$ cat src/rtl/rr_switch.sv
// rr_switch: registered round-robin N-to-1 switch with req/ack inputs and valid/ready output.
// Define RR_SWITCH_FORCE_EN to add force_en/force_sel static channel selection.
module rr_switch #(
  parameter int SIZE = 8,
  parameter int DATA_WIDTH = 16,
  parameter int SEL_WIDTH = $clog2(SIZE)
) (
  input  logic                       clk,
  input  logic                       reset,
  input  logic [SIZE*DATA_WIDTH-1:0] data_in,
  input  logic [SIZE-1:0]            req,
  output logic [SIZE-1:0]            ack,
  output logic [DATA_WIDTH-1:0]      data_out,
  output logic [SEL_WIDTH-1:0]       out_sel,
  output logic                       out_valid,
`ifdef RR_SWITCH_FORCE_EN
  input  logic                       force_en,
  input  logic [SEL_WIDTH-1:0]       force_sel,
`endif
  input  logic                       out_ready
);
  logic [SEL_WIDTH-1:0] ptr, g_rr, g, ptr_nxt;
  logic found, grant_ok, load, upd_ptr;
  always_comb begin
    found = 1'b0;
    g_rr = '0;
    for (int k = 0; k < SIZE; k++) begin
      if (!found && req[(int'(ptr) + k) % SIZE]) begin
        found = 1'b1;
        g_rr = SEL_WIDTH'((int'(ptr) + k) % SIZE);
      end
    end
  end
`ifdef RR_SWITCH_FORCE_EN
  assign grant_ok = force_en ? (int'(force_sel) < SIZE) && req[force_sel] : found;
  assign g = force_en ? force_sel : g_rr;
  assign upd_ptr = !force_en;
`else
  assign grant_ok = found;
  assign g = g_rr;
  assign upd_ptr = 1'b1;
`endif
  // reset gates load so ack stays low while reset is held
  assign load = reset && grant_ok && (!out_valid || out_ready);
  assign ptr_nxt = (int'(g) == SIZE - 1) ? '0 : g + 1'b1;
  always_comb begin
    ack = '0;
    if (load) ack[g] = 1'b1;
  end
  always_ff @(posedge clk or negedge reset) begin
    if (!reset) begin
      data_out <= '0;
      out_sel <= '0;
      out_valid <= 1'b0;
      ptr <= '0;
    end else if (load) begin
      data_out <= data_in[int'(g)*DATA_WIDTH +: DATA_WIDTH];
      out_sel <= g;
      out_valid <= 1'b1;
      if (upd_ptr) ptr <= ptr_nxt;
    end else if (out_ready) begin
      out_valid <= 1'b0;
    end
  end
endmodule

$ cat config.mk
export PLATFORM = sky130hd
export DESIGN_NAME = rr_switch
export DESIGN_NICKNAME = d
export VERILOG_FILES = /design/src/rtl/rr_switch.sv
export SDC_FILE = /design/constraint.sdc
export NUM_CORES = 1
export LEC_CHECK = 0
export CORE_MARGIN = 4
export CORE_UTILIZATION = 42
export DETAILED_ROUTE_END_ITERATION = 12
export GPL_TIMING_DRIVEN = 0
export PLACE_DENSITY = 0.95
export SYNTH_ARGS = -nofsm -noshare
export SYNTH_HDL_FRONTEND = slang
export SYNTH_SLANG_ARGS = --single-unit
$ cat constraint.sdc
create_clock -name clk -period 12.56 [get_ports clk]
set_clock_uncertainty 0.15 [all_clocks]
set_input_delay 1.884 -clock clk [delete_from_list [all_inputs] [get_ports clk]]
set_output_delay 1.884 -clock clk [all_outputs]
set_load 0.03 [all_outputs]
# [Word level (Yosys, flattened, before mapping)]
# Cells that the tools add are included.
[totals] inputBits=139 reg_bits=23 output_inout_bits=28 word_cells=103
[classes] bitwise_logic=7 shift=1 addsub=8 n_reduce_logical=27 magnitude_cmp=10 n_eq_ne=1 n_mux=45
[ops] operator="variable part select 128 x 8 -> 16 bit" count=1
[ops] operator="< comparator 4 x 5 -> 1 bit (second input constant)" count=7
[ops] operator="two-way mux 3 bit" count=9
[ops] operator="two-way mux 1 bit" count=26
[ops] operator="binary-select mux 1 bit (select 3 bit)" count=8
[ops] operator="OR reduction 3 bit" count=7
[ops] operator="adder 3 bit (second input constant)" count=4
[ops] operator="logical AND 1 bit" count=10
[ops] operator="zero test 1 bit" count=8
[ops] operator="< comparator 3 x 4 -> 1 bit (second input constant)" count=2
[ops] operator="two-way mux 8 bit" count=1
[ops] operator="bitwise AND 1 bit (first input constant)" count=7
[ops] operator="adder 3 x 1 -> 3 bit (second input constant)" count=2
[ops] operator="adder 3 x 2 -> 3 bit (second input constant)" count=2
[ops] operator="demux 1 bit (select 3 bit)" count=1
[ops] operator="== test 3 x 1 -> 1 bit (second input constant)" count=1
[ops] operator=">= comparator 3 x 1 -> 1 bit (second input constant)" count=1
[ops] operator="nonzero test 2 bit" count=1
[ops] operator="logical OR 1 bit" count=1

# [Logic depth before layout (Yosys ltp)]
[logic_depth] depth_word=31 ltp_mapped=17 ltp_nobuf=11

# [Least setup slack after synthesis]
# OpenSTA, ideal clock, no wires.
[synth_path] kind="input to output" from="input req[1]" to="output ack[2]" arrival_time_ps=4718 setup_slack_ps=5808 cell_stages=8 path_cell_list="mux4_2 mux2_2 or3_4 nor2_4 a21oi_1 a222oi_1 buf_2 nor3b_1"
[synth_via] elab_chain_cells=29
[synth_lines] element="start: declaration" line_no="11" rtl="input logic [SIZE-1:0] req,"
[synth_lines] element="binary-select mux 1 bit (select 3 bit)" line_no="28" rtl="if (!found && req[(int'(ptr) + k) % SIZE]) begin"
[synth_lines] element="two-way mux 1 bit (implied by the code)" line_no="28"
[synth_lines] element="two-way mux 1 bit" line_no="28"
[synth_lines] element="zero test 1 bit" line_no="28"
[synth_lines] element="logical AND 1 bit" line_no="28"
[synth_lines] element="two-way mux 1 bit" line_no="28"
[synth_lines] element="zero test 1 bit" line_no="28"
[synth_lines] element="logical AND 1 bit" line_no="28"
[synth_lines] element="(+13 left out)"
[synth_lines] element="zero test 1 bit" line_no="28"
[synth_lines] element="logical AND 1 bit" line_no="28"
[synth_lines] element="two-way mux 3 bit" line_no="28"
[synth_lines] element="< comparator 3 x 4 -> 1 bit (implied by the code) / >= comparator 3 x 1 -> 1 bit (equally long branches)" line_no="48" rtl="if (load) ack[g] = 1'b1;"
[synth_lines] element="logical AND 1 bit (implied by the code)" line_no="48"
[synth_lines] element="two-way mux 1 bit (implied by the code)" line_no="48"
[synth_lines] element="demux 1 bit (select 3 bit)" line_no="48"
[synth_lines] element="two-way mux 8 bit *" line_no="48"
[synth_lines] element="end: declaration" line_no="12" rtl="output logic [SIZE-1:0] ack,"
# Mark *: on every way between the ends. The rest lies on a longest branch, timed or not. The select of a mux whose other input is x is not followed.

# [Worst setup path in the final report]
[layout_path] from="input req[3]" to="output ack[4]"
# The elaborated chain is that of the path after synthesis.

==> results.yml <==
routing:
  drc: 0
  vias: 3198
  first_pass_iters: 5
  vias_per_cell: 6.234
  wl_per_cell_microns: 22.40
  drtAntennaViolNets: 0
  wl_mm: 11.49
  first_iter_violations: 422
synth:
  synth_edf_count: 0
  synth_fp_nets: 407
  yosys.area.top_type: "dfrtp_1"
  synthCells: 266
  synth_top_area_share_pct: 20.00
  avgSynthCellArea_sq_um: 10.82
  ys_ff_latch: 23
  ys_warn_count: 0
  synth.distinct_cells: 53
  yosys_most_used_dff: "dfrtp_1"
  ys_seq_area_share_pct: 20.00
  synthArstFlopShare_pct: 100.0
  netlist_area_sq_um: 2878
  ys_top_cells_by_area: "dfrtp_1 (20%), mux4_2 (19%), mux2i_1 (10%), mux4_1 (8.2%), a22oi_1 (4.7%)"
floorplan:
  design.core.area_sq_um: 6495
  die_h_microns: 90.78
  die_area_sq_um: 8240
  row_count: 29
  pin_count: 167
  start_util_pct: 44.31
  dieWidth_microns: 90.78
sta:
  fin_tns_setup_ps: 0
  fin_crit_ps: 8047
  rsz0062_at_grt: "no"
  drv_slew: 0
  fmax_ghz: 0.1243
  hold_viol: 0
  finalWorstSetupSlack_ps: 4513
  max_slew_margin_pct: 27.55
  finalSetupViolations: 0
  tightest_slew_ps: 1083
  finalCritPeriodShare_pct: 64.07
critical_path:
  cp_cell_sequence: "clkdlybuf4s50_1 -> mux4_2 -> mux2_2 -> or3_4 -> nor2_4 -> and2_1 -> a31oi_1 -> nor2_1 -> inv_1 -> nor3_1 -> clkdlybuf4s50_1"
  rrSetupSlack_ps: 7620
  critPathMaxFanout: 8
  crit_slowest_cell: "clkdlybuf4s50_1"
  end_kind: "output pin"
  worstPathArrival_ps: 6010
  reg2reg_depth: 14
  worst-setup-path-type: "in2out"
  required_ps: 10530
  timing.rr.end: "data_out[7]$_DFFE_PN0P_"
  start_kind: "input pin"
  crit_top_cell: "clkdlybuf4s50_1"
  r2r-start: "ptr[1]$_DFFE_PN0P_"
  max_stage_delay_ps: 710
layout:
  syn_to_final_growth_pct: 62.65
  nFillCells: 414
  final_util_pct: 72.07
  mostFrequentLayoutCells: "clkdlybuf4s50_1 (166), mux2i_1 (30), mux4_2 (24)"
  layout-drive-gt1-share_pct: 14.68
  post_layout_nonfiller_instances: 513
  layout_commonest_cell: "clkdlybuf4s50_1"
  diodes: 0
  nets: 578
global_routing:
  grt_pass1_vias: 3299
  grt.met3_usage_pct: 5.167
  gr-usage-met1_pct: 31.77
  busiest_layer: "met2"
  overflow: 0
  grt_pass1_wl_mm: 17.65
  grt_max_degree: 25
  grt_usage_pct: 27.08
  antenna_found_initial: 0
  met2_usage_pct: 49.91
worst_hold_path:
  hold_path_class: "reg2reg"
  hold_depth: 2
  holdPathEnd: "data_out[15]$_DFFE_PN0P_"
  min_from: "data_out[15]$_DFFE_PN0P_"
clock_tree:
  cts_buffer_depth: 2
  cts_made_buffers: 3
  cts_tree: "built"
  cts_hold_buffers: 0
  cts_setup_buffers: 0
  cts.clk_slew.worst_paths_ps: 80
  htreeDepth: 1
  ctsResizeCount: 0
  insertion_delay_ps: 270
  clockRootBuffer: "clkbuf_8"
  cts_sinks: 23
placed_design:
  dp_hpwl_mm: 9.581
  dp_slack_ps: 4596
  port_buffers: 166
  dp_cells: 509
  gp_congestion: 0.9523
power_and_ir_drop:
  p_leak_nw: 1.841
  power.total_mw: 1.490
  pwr_density_cell_nw_per_um2: 318.4
  ir_drop_mv: 0.2553
flow_run:
  drv_cap: 0
outcome:
  status: "finished, final reports clean"
Yosys cell counts, drive strengths merged (3+ instances only):
cell     n
buf     20
nor2    13
o211ai   3
mux4    33
nand2   22
mux2i   30
mux2    13
or3      3
clkbuf   4
xnor2    3
dfrtp   23
a21oi    9
inv      9
a22oi   18
nor3     5
nand3    5
o21ai    5
nand2b   5
o221ai  13
power breakdown:
part | switching (mW) | internal, mW | total [mW]
logic | 0.682 | 0.628 | 1.31
clock network | 0.0244 | 0.0227 | 0.0471
registers | 0.0209 | 0.112 | 0.133
total | 0.727 | 0.763 | 1.49
metrics by stage:
| step | cell area [sq um] | hold slack, ps |
|---|---|---|
| 3_5_place_dp | 4636 | 319.4 |
| 2_1_floorplan | 2878 | 497.2 |
| 3_3_place_gp | 4636 | 301.1 |
| 6_report | 4681 | 340.7 |
| 4_1_cts | 4681 | 341.6 |
| 5_1_grt | 4681 | 367.9 |
routing by layer:
| metal | part of all wire (%) | vias up | routed length [microns] |
|---|---|---|---|
| met5 | 0 | - | 0 |
| met4 | 3.0 | 0 | 350 |
| met3 | 8.4 | 37 | 962 |
| met2 | 53 | 207 | 6103 |
| met1 | 35 | 1525 | 4073 |
| li1 | - | 1429 | - |
state kept, by name (all words and copies together) (netlist names):
signal     flops
data_out      16
out_sel        3
out_valid      1
ptr            3
worst max-delay path, delay by kind of cell:
kind,cells,cell delay [ps]
AOI/OAI and AO/OA,1,200
buffers and inverters,3,1470
muxes,2,910
and+or+nand+nor,5,1530
logic make-up after synthesis:
| family | count (synthesis) | synth area share [%] |
|---|---|---|
| compound gates | 65 | 17.48 |
| xor+xnor | 4 | 1.218 |
| fa+ha+maj | 2 | 0.8694 |
| buf+inv | 34 | 7.173 |
| flops | 23 | 20.00 |
| mux | 76 | 42.52 |
| simple gates | 62 | 10.74 |
final cells by class:
class	instances	area (sq um)	area share (%)
inverters	10	37.54	0.8019
repair buffers	166	1662	35.50
clock buffers	4	45.04	0.9623
multi-input cells	209	2096	44.77
flip-flops and latches	23	575.6	12.30
plain buffers	24	168.9	3.609
well taps	77	96.34	2.058
how the worst max path moves through the flow:
stage          startpoint  endpoint  slack (ps)  depth (start not counted)
4_1_cts            req[3]    ack[6]        4580                         11
5_1_grt            req[7]    ack[4]        4260                         11
3_5_place_dp       req[1]    ack[4]        4600                         11
6_report           req[3]    ack[4]        4510                         11
3_3_place_gp       req[1]    ack[2]        4730                         10
2_1_floorplan      req[1]    ack[2]        5810                          8
Note: power is estimated with default switching activity, not from simulation.
==> RTL change 1 (same flow settings) <==
The parameter `SIZE` goes from 8 to 4.
--- a/src/rtl/rr_switch.sv
+++ b/src/rtl/rr_switch.sv
@@ -1,7 +1,7 @@
 // rr_switch: registered round-robin N-to-1 switch with req/ack inputs and valid/ready output.
 // Define RR_SWITCH_FORCE_EN to add force_en/force_sel static channel selection.
 module rr_switch #(
-  parameter int SIZE = 8,
+  parameter int SIZE = 4,
   parameter int DATA_WIDTH = 16,
   parameter int SEL_WIDTH = $clog2(SIZE)
 ) (
Ports: changed (resized ack, data_in, out_sel and req); port bits go from 167 to 94. No check against the original RTL was run, so the function may have changed too.
==> RTL change 1 against the original RTL <==
Routed wire length shrank 59%. Die area decreased by 48%. Sequential cell count is 2 lower. Critical path depth is 3 lower. Cell area down 48%. Total power is 74% lower. Worst setup slack improved by 1.2 ns. Synthesized area shrank 51%. Critical path type unchanged. Critical endpoint is now ack[1].
==> RTL change 1: results (changes against the original RTL) <==
| Metric | Value |
|---|---|
| Post-Place Cell Area | 0.00238 mm² (-49%) |
| Global-route wire length before repair | 7310 µm (-59%) |
| Root Buffer | clkbuf_4 |
| Maximum VDD drop | 109 µV (-57%) |
| GRT overflow | 0 (unchanged) |
| Via count of the first global-routing pass | 1576 (-52%) |
| DR WL/cell | 17.3 µm (-23%) |
| Port-buffer cells | 93 (-44%) |
| Leak | 1.03 nW (-44%) |
| Via count | 1423 (-56%) |
| Status | finished, final reports clean |
| Detailed-route wire length | 4660 µm (-59%) |
| CP endpoint | ack[1] |
| Largest net degree at the start of global routing | 23 (-8.0%) |
| Crit-path max FO | 22 (+14) |
| Routability cong. | 0.740 (-22%) |
| Regs by FF count | data_out x16, out_sel x2, ptr x2 |
| Drt first-iter violations | 82 (-81%) |
| Proportion of layout cells with a drive suffix above 1 | 0.116 (-0.0312) |
| Mux share of post-synthesis cell area | 0.229 (-0.196) |
| Inst Count DP | 265 (-48%) |
| Final net count | 298 (-48%) |
| Min-Delay Path Class | reg -> reg |
| Drt first pass iters | 4 (-1) |
| Comb pwr | 0.000249 W (-81%) |
| Syn Nets | 200 (-51%) |
| Xor/xnor share of the synthesized area | 0 (-0.0122) |
| Sw power | 0.000168 W (-77%) |
| Library cells used by synthesis | 27 (-49%) |
| R2R setup slack | 10.59 ns (+2.97 ns) |
| RR Endpoint | data_out[10] |
| Syn Area/Cell | 10.9 µm² (+1.0%) |
| Cell count of the worst reg-to-reg path | 7 (-7) |
| # Post-CTS Setup Buffers | 0 (unchanged) |
| Power Total | 0.000394 W (-74%) |
| Slew headroom | 0.301 (+0.0254) |
| Worst-path clk slew | 0.12 ns (+0.04 ns) |
| Register area share after synthesis | 0.376 (+0.176) |
| Complex-gate fraction of the synthesized area | 0.188 (+0.0131) |
| Clk_lat worst skew | 0.32 ns (+0.05 ns) |
| Clock network fraction of total power | 0.087 (+0.055) |
| HPWL Detailed | 3820 µm (-60%) |
| Top cells by count, synth | mux2i_1, nand2_1, dfrtp_1, o221ai_1, o221ai_2 |
| Setup crit start | reset |
| Synth area leaders | dfrtp_1, mux2i_1, o221ai_2, nand2_1, o221ai_1 |
| CTS resizes | 0 (unchanged) |
| All-Layer GR Usage | 0.222 (-0.0488) |
| Adder-cell share of the synthesized area | 0.00894 (+0.000249) |
-- RTL change 1: changes by cell type in the layout (fill, tap and decap cells not counted), moves of 9 or more --
cell / delta
mux2_2: -12
mux4_1: -9
a22oi_1: -18
clkdlybuf4s50_1: -73
mux4_2: -24
-- RTL change 1: cell families (layout without fill, tap and decap cells) --
family                     after synthesis  after routing
adders and majority gates                1              1
muxes                                   32             32
buffers and inverters                   14            111
DFF                                     21             21
and+or+nand+nor                         34             34
AOI/OAI and AO/OA                       26             26
-- RTL change 1: worst min path at each step --
| stage | end | slack, ns | cells after the start |
|---|---|---|---|
| floorplan | ptr[1] | 0.37 | 2 |
| global placement | out_sel[0] | 0.31 | 2 |
| detailed placement | data_out[2] | 0.33 | 2 |
| CTS | data_out[15] | 0.36 | 2 |
| global route | data_out[15] | 0.38 | 2 |
| finish | data_out[15] | 0.35 | 2 |
-- RTL change 1: cell type report --
class,instances,area (µm²)
repair buffers,93,931
multi-input cells,93,746
fillers,225,716
flip-flops and latches,21,526
plain buffers,9,109
well taps,44,55.1
clock buffers,3,22.5
inverters,5,18.8
clock inverters,1,5.00
-- RTL change 1: worst max-delay path, cell delays in order --
cell and delay, ns:
clkdlybuf4s50_1 1.16, o41ai_1 0.22, nand2b_2 0.27, inv_2 0.09, nand2_2 0.15, buf_4 0.25, nor2_1 0.09, clkdlybuf4s50_1 0.67
-- RTL change 1: per-stage QoR --
step	hold WS, ns	worst slack [ns]
detailed placement	0.326	5.68
finish	0.352	5.71
global route	0.382	5.47
global placement	0.314	5.73
CTS	0.360	5.67
floorplan	0.375	7.43
-- RTL change 1: metal layers --
layer,wire [µm],track usage
met2,2750,0.427
met3,237,0.0496
met4,93,0.0699
met5,0,0
met1,1590,0.235
==> RTL change 2 (config.mk and constraints unchanged) <==
Made on the original files. Reset style: synchronous (`reset`), changed in one clocked block.
--- a/src/rtl/rr_switch.sv
+++ b/src/rtl/rr_switch.sv
@@ -47,7 +47,7 @@
     ack = '0;
     if (load) ack[g] = 1'b1;
   end
-  always_ff @(posedge clk or negedge reset) begin
+  always_ff @(posedge clk) begin
     if (!reset) begin
       data_out <= '0;
       out_sel <= '0;
Check against the original RTL: not settled (the Yosys comparison gave no result); the edit may change what the design does.
==> RTL change 2 against the original RTL <==
Maximum frequency grew 2.7%. Sequential power shrank 11%. Worst setup slack gained 0.21 ns. Total power shrank 5.2%. Sequential cell count is the same. Global-route usage shrank 1.9 points. Critical path type unchanged. Count of clock-buffer cells in the layout shrank 1. Routed wire length grew 6.3%. Combinational power shrank 5%. Non-clock buffer count grew 16. Die area grew 13%. Synthesized area grew 15%. Cell area grew 9.8%.
==> RTL change 2: results (changes against the original RTL) <==
| Metric | Value |
|---|---|
| Root Buffer | clkbuf_8 |
| Clk_lat worst skew | 0.27 ns (about the same) |
| Maximum VDD drop | 154 µV (-40%) |
| Critical Path AT | 5.80 ns (-0.21 ns) |
| Library cells used by synthesis | 59 (+11%) |
| Global-route wire length before repair | 19500 µm (+11%) |
| Fill cells | 617 (+49%) |
| Register area share after synthesis | 0.139 (-0.0606) |
| Final hold slack | 0.310 ns (-0.0304 ns) |
| R2R setup slack | 7.89 ns (+0.27 ns) |
| Hold Crit Start | out_sel[2] |
| CTS resizes | 0 (unchanged) |
| Proportion of layout cells with a drive suffix above 1 | 0.161 (+0.0143) |
| DR WL/cell | 20.0 µm (-11%) |
| Regs by FF count | data_out x16, out_sel x3, ptr x3 |
| Via count | 3590 (+12%) |
| Syn Inst Count | 339 (+27%) |
| Synth-to-layout area growth | 55.6% |
| Crit-path max cell delay | 0.71 ns (about the same) |
| # Post-CTS Setup Buffers | 0 (unchanged) |
| Status | finished, final reports clean |
| All-Layer GR Usage | 0.252 (-0.0190) |
| Worst min-delay path endpoint | out_sel[2] |
| RR Startpoint | ptr[0] |
| Post-Place Cell Area | 0.00509 mm² (+9.9%) |
| Syn Nets | 480 (+18%) |
| Min-Delay Path Class | reg -> reg |
| Cell count of the worst reg-to-reg path | 13 (-1) |
| Final net count | 651 (+13%) |
| Setup crit start | req[6] |
| HPWL Detailed | 9790 µm (+2.1%) |
| Hold depth | 1 (-1) |
| Routability cong. | 0.950 (-0.25%) |
| Drt first pass iters | 4 (-1) |
| RR Endpoint | data_out[9] |
| H-tree levels | 1 (unchanged) |
| Share of synthesized flip-flops with an asynchronous set or reset | 0 (-1.00) |
| Synth Flop Type | dfxtp_1 |
| Top cells by count, synth | mux2i_1, nand2_1, dfxtp_1, mux2_2, clkbuf_1 |
| Leak | 1.96 nW (+6.7%) |
| Crit-path max FO | 10 (+2) |
| Drt first-iter violations | 122 (-71%) |
| Synth area leaders | mux2i_1, dfxtp_1, mux4_2, mux2_2, o211ai_2 |
| Via count of the first global-routing pass | 3836 (+16%) |
| Max-slew violation count | 0 (unchanged) |
| Largest net degree at the start of global routing | 14 (-44%) |
| CP Capture Type | output pin |
| Crit-path leading delay family | buffers and inverters |
| Slew headroom | 0.447 (+0.171) |
[RTL change 2: cell count changes in the layout (fill, tap and decap cells not counted), sizes merged, moves of 15 or more]
cell    delta
o211ai    +15
o41a      +16
mux2i     +45
or4       +16
a22oi     -18
mux4      -16
dfxtp     +23
dfrtp     -23
[RTL change 2: per-stage QoR]
| step | setup WS, ns | cells |
|---|---|---|
| finish | 4.73 | 611 |
| global route | 4.44 | 611 |
| CTS | 4.76 | 611 |
| detailed placement | 4.76 | 607 |
| global placement | 4.84 | 607 |
| floorplan | 5.66 | 339 |
[RTL change 2: worst max path at each step]
| stage | endpoint | slack, ns |
|---|---|---|
| floorplan | ack[4] | 5.66 |
| global placement | ack[7] | 4.84 |
| detailed placement | ack[1] | 4.76 |
| CTS | ack[1] | 4.76 |
| global route | ack[7] | 4.44 |
| finish | ack[1] | 4.73 |
[RTL change 2: area by class of cell]
| type | count | share of cell area |
|---|---|---|
| clock buffers | 3 | 0.00804 |
| inverters | 5 | 0.00365 |
| multi-input cells | 271 | 0.504 |
| flip-flops and latches | 23 | 0.0896 |
| clock inverters | 1 | 0.000974 |
| plain buffers | 40 | 0.0460 |
| well taps | 102 | 0.0248 |
| repair buffers | 166 | 0.323 |
[RTL change 2: kinds of logic (layout without fill, tap and decap cells)]
kind of cell | Yosys count | in the layout | synth area share
compound gates | 73 | 73 | 0.213
xor+xnor | 4 | 4 | 0.0106
fa+ha+maj | 2 | 2 | 0.00757
buf+inv | 45 | 215 | 0.0773
flops | 23 | 23 | 0.139
mux | 112 | 112 | 0.415
simple gates | 80 | 80 | 0.137
[RTL change 2: worst register-to-register path: stages, from the launching register on]
cell and delay [ns]:
dfxtp_1 0.34, buf_2 0.23, clkinv_1 0.26, ha_1 0.44, buf_2 0.29, mux4_2 0.53
mux2i_1 0.28, a32oi_1 0.24, a211oi_1 0.26, a221oi_1 0.14, a31oi_1 0.22, clkbuf_1 0.66
mux2_2 0.45, o211ai_2 0.13
[RTL change 2: power breakdown]
group,internal (W),leakage (nW),switching (W)
combinational,0.000565,1.75,0.000681
clock,0.0000222,0.0255,0.0000264
sequential,0.000104,0.191,0.0000144
total,0.000691,1.96,0.000722
[RTL change 2: per-layer routing]
layer	GRT usage	part of all wire	vias to the layer above
met1	0.299	0.39	1698
met2	0.460	0.52	173
li1	-	-	1695
met5	0	0	-
met4	0.0756	0.023	0
met3	0.0425	0.063	24
